`config.mk`:
```
export PLATFORM = sky130hd
export DESIGN_NAME = rrp_otf_convert
export DESIGN_NICKNAME = d
export VERILOG_FILES = /design/src/rtl/rrp_otf_convert_pkg.sv /design/src/rtl/rrp_otf_convert_step.sv /design/src/rtl/rrp_otf_convert.sv
export SDC_FILE = /design/constraint.sdc
export NUM_CORES = 1
export LEC_CHECK = 0
export CAP_MARGIN = 15
export CORE_ASPECT_RATIO = 0.7
export CORE_MARGIN = 4
export CORE_UTILIZATION = 25
export CTS_BUF_LIST = sky130_fd_sc_hd__clkbuf_4
export CTS_CLUSTER_DIAMETER = 30
export DETAILED_ROUTE_END_ITERATION = 10
export PLACE_DENSITY_LB_ADDON = 0.05
export SKIP_LAST_GASP = 1
export SLEW_MARGIN = 20
export SYNTH_ARGS = -nofsm -noshare
export SYNTH_HDL_FRONTEND = slang
export SYNTH_SLANG_ARGS = --single-unit
export TNS_END_PERCENT = 50
```
`constraint.sdc`:
```
create_clock -name clock -period 1.6 [get_ports clock]
set_clock_uncertainty 0.1 [all_clocks]
set_input_delay 0.32 -clock clock [delete_from_list [all_inputs] [get_ports clock]]
set_output_delay 0.32 -clock clock [all_outputs]
set_load 0.02 [all_outputs]
```
`src/rtl/rrp_otf_convert_pkg.sv`:
```
// rrp_otf_convert_pkg: shared digit sizing and FSM states for the signed-digit converter.
// Signed digits are packed LSD-first: digit i lives at [i*D +: D].
package rrp_otf_convert_pkg;

  typedef enum logic [1:0] {IDLE, CONV, DONE} state_t;

  function automatic int digit_bits(input int radix);
    return $clog2(radix) + 1;
  endfunction

endpackage

```
`src/rtl/rrp_otf_convert_step.sv`:
```
// rrp_otf_convert_step: one MSD-first on-the-fly conversion step on the Q/QM pair.
module rrp_otf_convert_step
  import rrp_otf_convert_pkg::*;
#(
  parameter int RADIX = 8,
  parameter int OUT_W = 19,
  localparam int K = $clog2(RADIX),
  localparam int D = digit_bits(RADIX)
) (
  input  logic [OUT_W-1:0]    q_cur,
  input  logic [OUT_W-1:0]    qm_cur,
  input  logic signed [D-1:0] digit,
  output logic [OUT_W-1:0]    q_nx,
  output logic [OUT_W-1:0]    qm_nx
);

  logic [K-1:0]     dm1;
  logic [OUT_W-1:0] q_hi, qm_hi;

  // With RADIX = 2^K, r+q and r-1+q reduce to the low K bits of q and q-1.
  assign dm1   = digit[K-1:0] - 1'b1;
  assign q_hi  = (digit[D-1] ? qm_cur : q_cur) << K;
  assign qm_hi = (digit > 0 ? q_cur : qm_cur) << K;
  assign q_nx  = q_hi | OUT_W'(digit[K-1:0]);
  assign qm_nx = qm_hi | OUT_W'(dm1);

endmodule

```
`src/rtl/rrp_otf_convert.sv`:
```
// rrp_otf_convert: converts a redundant signed-digit sum to two's complement, one digit per cycle.
module rrp_otf_convert
  import rrp_otf_convert_pkg::*;
#(
  parameter int RADIX = 8,
  parameter int WIDTH = 5,
  localparam int K = $clog2(RADIX),
  localparam int D = digit_bits(RADIX),
  localparam int NDIG = WIDTH + 1,
  localparam int OUT_W = K * NDIG + 1
) (
  input  logic              clock,
  input  logic              reset,
  input  logic [NDIG*D-1:0] s_in,
  input  logic              in_valid,
  output logic              in_ready,
  output logic [OUT_W-1:0]  out_data,
  output logic              out_err,
  output logic              out_valid,
  input  logic              out_ready
);

  localparam int CW = $clog2(NDIG + 1);

  state_t              state, state_nx;
  logic [NDIG*D-1:0]   sr;
  logic [OUT_W-1:0]    q_r, qm_r, q_nx, qm_nx;
  logic [CW-1:0]       cnt;
  logic                err;
  logic signed [D-1:0] msd, digit;
  logic                bad, last;

  assign msd       = sr[NDIG*D-1 -: D];
  assign bad       = msd == D'(-RADIX);
  assign digit     = bad ? '0 : msd;
  assign last      = cnt == CW'(NDIG - 1);
  assign in_ready  = state == IDLE;
  assign out_valid = state == DONE;

  rrp_otf_convert_step #(.RADIX(RADIX), .OUT_W(OUT_W)) u_step (
    .q_cur (q_r),
    .qm_cur(qm_r),
    .digit (digit),
    .q_nx  (q_nx),
    .qm_nx (qm_nx)
  );

  always_comb begin
    state_nx = state;
    state_nx = state == IDLE ? (in_valid ? CONV : IDLE) :
               state == CONV ? (last ? DONE : CONV) :
                               (out_ready ? IDLE : DONE);
  end

  always_ff @(posedge clock) begin
    if (reset) begin
      state    <= IDLE;
      sr       <= '0;
      q_r      <= '0;
      qm_r     <= '1;
      cnt      <= '0;
      err      <= 1'b0;
      out_data <= '0;
      out_err  <= 1'b0;
    end else begin
      state <= state_nx;
      if (state == IDLE && in_valid) begin
        sr   <= s_in;
        q_r  <= '0;
        qm_r <= '1;
        cnt  <= '0;
        err  <= 1'b0;
      end else if (state == CONV) begin
        sr   <= sr << D;
        q_r  <= q_nx;
        qm_r <= qm_nx;
        cnt  <= cnt + 1'b1;
        err  <= err | bad;
        if (last) begin
          out_data <= q_nx;
          out_err  <= err | bad;
        end
      end
    end
  end

endmodule

```
==> results.toml <==
[timing]
layout_setup_ws_ns = -0.0769
fin_crit_ns = 1.68
max_freq_ghz = 0.596
hold_violations = 0
grt_setup_unrepaired = "yes"
slew_violations = 0
setup_viol = 19
fin_setup_tns_ns = -0.530
tightestPinTransition_ns = 0.307
slew-limit-headroom = 0.789
fin_crit_share = 1.05

[yosys]
synth_area_per_cell_um2 = 8.83
yosys_synthesis_warning_count = 0
post_synth_num_cell_types = 34
yosys_register_bits = 82
yosys.area.top_type = "dfxtp_1"
synth-seq-area-share = 0.493
synth_top_area_share = 0.493
leading_cell_types_by_total_area_after_synthesis = "dfxtp_1 49%, a21oi_1 6.8%, nand2_1 5.8%, nand3_1 5.3%, mux2i_1 4.8%"
mappedNetlistArea_mm2 = 0.00333
synth_fp_nets = 408
post_synthesis_cells = 377

[power]
power.share.switching = 0.308
net-switching-power_mw = 1.25
p_leak_nw = 1.67
share_seq_of_total_power = 0.544
totalPowerFinal_mw = 4.07
p_per_area_mw_per_mm2 = 902
vdd_drop_max_mv = 0.337
clock_power_share = 0.276
power.combinational.fraction = 0.181
p_int_mw = 2.82

[worst_setup_path]
cp-end-kind = "register"
timing.reg2reg.worst_path_depth = 7
worstPathArrival_ns = 1.90
crit_path_start_kind = "register"
critical_path_fanout_max = 7
critPathRequiredTime_ns = 1.82
timing_worst_setup_path_type = "reg -> reg"

[job]
drv.max_cap_violation_count = 0

[cells_and_area]
design_area_final_mm2 = 0.00451
share_of_final_layout_standard_cells_stronger_than_drive_strength_1 = 0.237
mostFrequentLayoutCells = "77 x dfxtp_1, 51 x nand2_1, 38 x a21oi_1"
diodes = 0
areaGrowthSynthToFinish_pct = 35.5
layout.cells.non_filler = 610
num-nets-final = 474
mostFrequentLayoutCell = "dfxtp_1"
fill_cells = 1317

[cts]
clk_transition_reported_paths_ns = 0.15
clk_latency_ns = 0.45
cts-buffers-inserted = 9
cts_tree = "done"
max-clock-path-buffers = 2
cts-htree-levels = 3
cts_sinks = 82
ctsRootBufferMaster = "clkbuf_4"

[global_routing]
via_count_of_the_first_global_routing_pass = 2712
grt_usage = 0.125
antenna_found_initial = 0
grt_pass1_wl_um = 15000
overflow = 0
grt_start_max_net_pins = 59

[detailed_routing]
drcViolationCount = 0
number_of_detailed_route_iterations_in_the_first_pass = 4
route.vias.total = 2906
routed_via_density = 4.76
drtAntennaViolNets = 0
drt_wl_total_um = 9520
detailedRoute.firstIterationViolations = 98
routedWlPerCell_um = 15.6

[floorplanning]
floorplan.die.height_um = 105
design.die.area_mm2 = 0.0153
ioPinCount = 50
die_w_um = 146
core.rowCount = 34
initial_core_util = 0.262
core_area_mm2 = 0.0127

[placed_design]
placed_cells = 590
area_after_detailed_placement_mm2 = 0.00418
finalWeightedCongestion = 0.685
port_buffers = 49
placed_wire_length_estimate_after_detailed_placement_um = 6210

[status]
violations_in_the_final_reports = "negative setup slack"
status = "finished with violations"

[min_path]
whs_path_depth = 3
hp-class = "in -> reg"
timing repair:
action,in CTS,in global routing
setup endpoints to repair,64,51
cloned,1,2
hold buffers,0,0
pin swaps,5,12
gates resized for setup,77,27
setup buffers,1,0
power by group through the flow:
stage          registers (mW)  clock network (mW)  logic, mW
2_1_floorplan            2.23                   0      0.374
3_3_place_gp             2.24                   0      0.663
3_5_place_dp             2.24                   0      0.666
4_1_cts                  2.21                1.20      0.695
5_1_grt                  2.23                1.27      0.807
6_report                 2.21                1.12      0.735
flip-flops by register name, summed over array words and instances (netlist names):
signal and count:
sr 24, out_data 19, q_r 16, qm_r 16, cnt 3, state 2
err 1, out_err 1
Yosys cell counts, drive strengths merged:
cell     n
dfxtp   82
nand2   51
a21oi   45
nand3   35
nor2    27
buf     21
a22oi   20
a211oi  17
mux2i   16
o21ai   15
nand4   13
clkbuf  11
ha       3
inv      3
nand2b   3
nor2b    3
or2      2
a31oi    1
and2b    1
and4b    1
nand3b   1
nor3     1
nor3b    1
o211ai   1
o22ai    1
xnor2    1
xor2     1
layout make-up:
cell class                 instances  area (µm²)  share of cell area
sequential                        82        1650               0.365
inverter                           3        11.3             0.00250
timing repair buffer              85         871               0.193
clock inverter                     7        52.6              0.0117
tap                              162         203              0.0449
clock buffer                       9        67.6              0.0150
multi-input combinational        262        1660               0.368
kinds of logic after synthesis:
| logic type | Yosys count | synth area share |
|---|---|---|
| AND/OR/NAND/NOR | 139 | 0.200 |
| multiplexers | 16 | 0.0481 |
| XOR/XNOR | 2 | 0.00526 |
| buffers and inverters | 35 | 0.0620 |
| flip-flops | 82 | 0.493 |
| adder cells (fa/ha/maj) | 3 | 0.0113 |
| AO/OA/AOI/OAI | 100 | 0.180 |
worst max-delay path, cell delays in order (launching register included):
cell and delay [ns]:
dfxtp_2 0.35, inv_2 0.06, ha_4 0.13, nor2b_4 0.17
nand2b_4 0.24, buf_6 0.14, mux2i_4 0.25, a21oi_1 0.09
metrics by stage:
step	setup WS (ns)	util	hold WS, ns
2_1_floorplan	0.00249	-	0.337
3_5_place_dp	-0.163	0.328	0.347
6_report	-0.0769	0.355	0.312
4_1_cts	-0.0583	0.344	0.253
3_3_place_gp	-0.165	0.328	0.345
5_1_grt	-0.167	0.355	0.303
path summary, 6_finish.rpt:
path / start / to / slack [ns]
setup reg to reg: sr[21] / q_r[13] / -0.08
hold reg to reg: out_data[1] / out_data[1] / 0.37
hold / removal: s_in[0] / sr[0] / 0.31
setup / recovery: sr[21] / q_r[13] / -0.08
routing by layer:
layer  routed length, µm  vias to the layer above  global-route usage
met5                   0                        -                   0
met4                 147                        0              0.0366
met3                 397                       13              0.0359
met2                3560                       60               0.161
met1                5410                     1359               0.197
li1                    -                     1474                   -
Power figures use the tool's default switching activity.
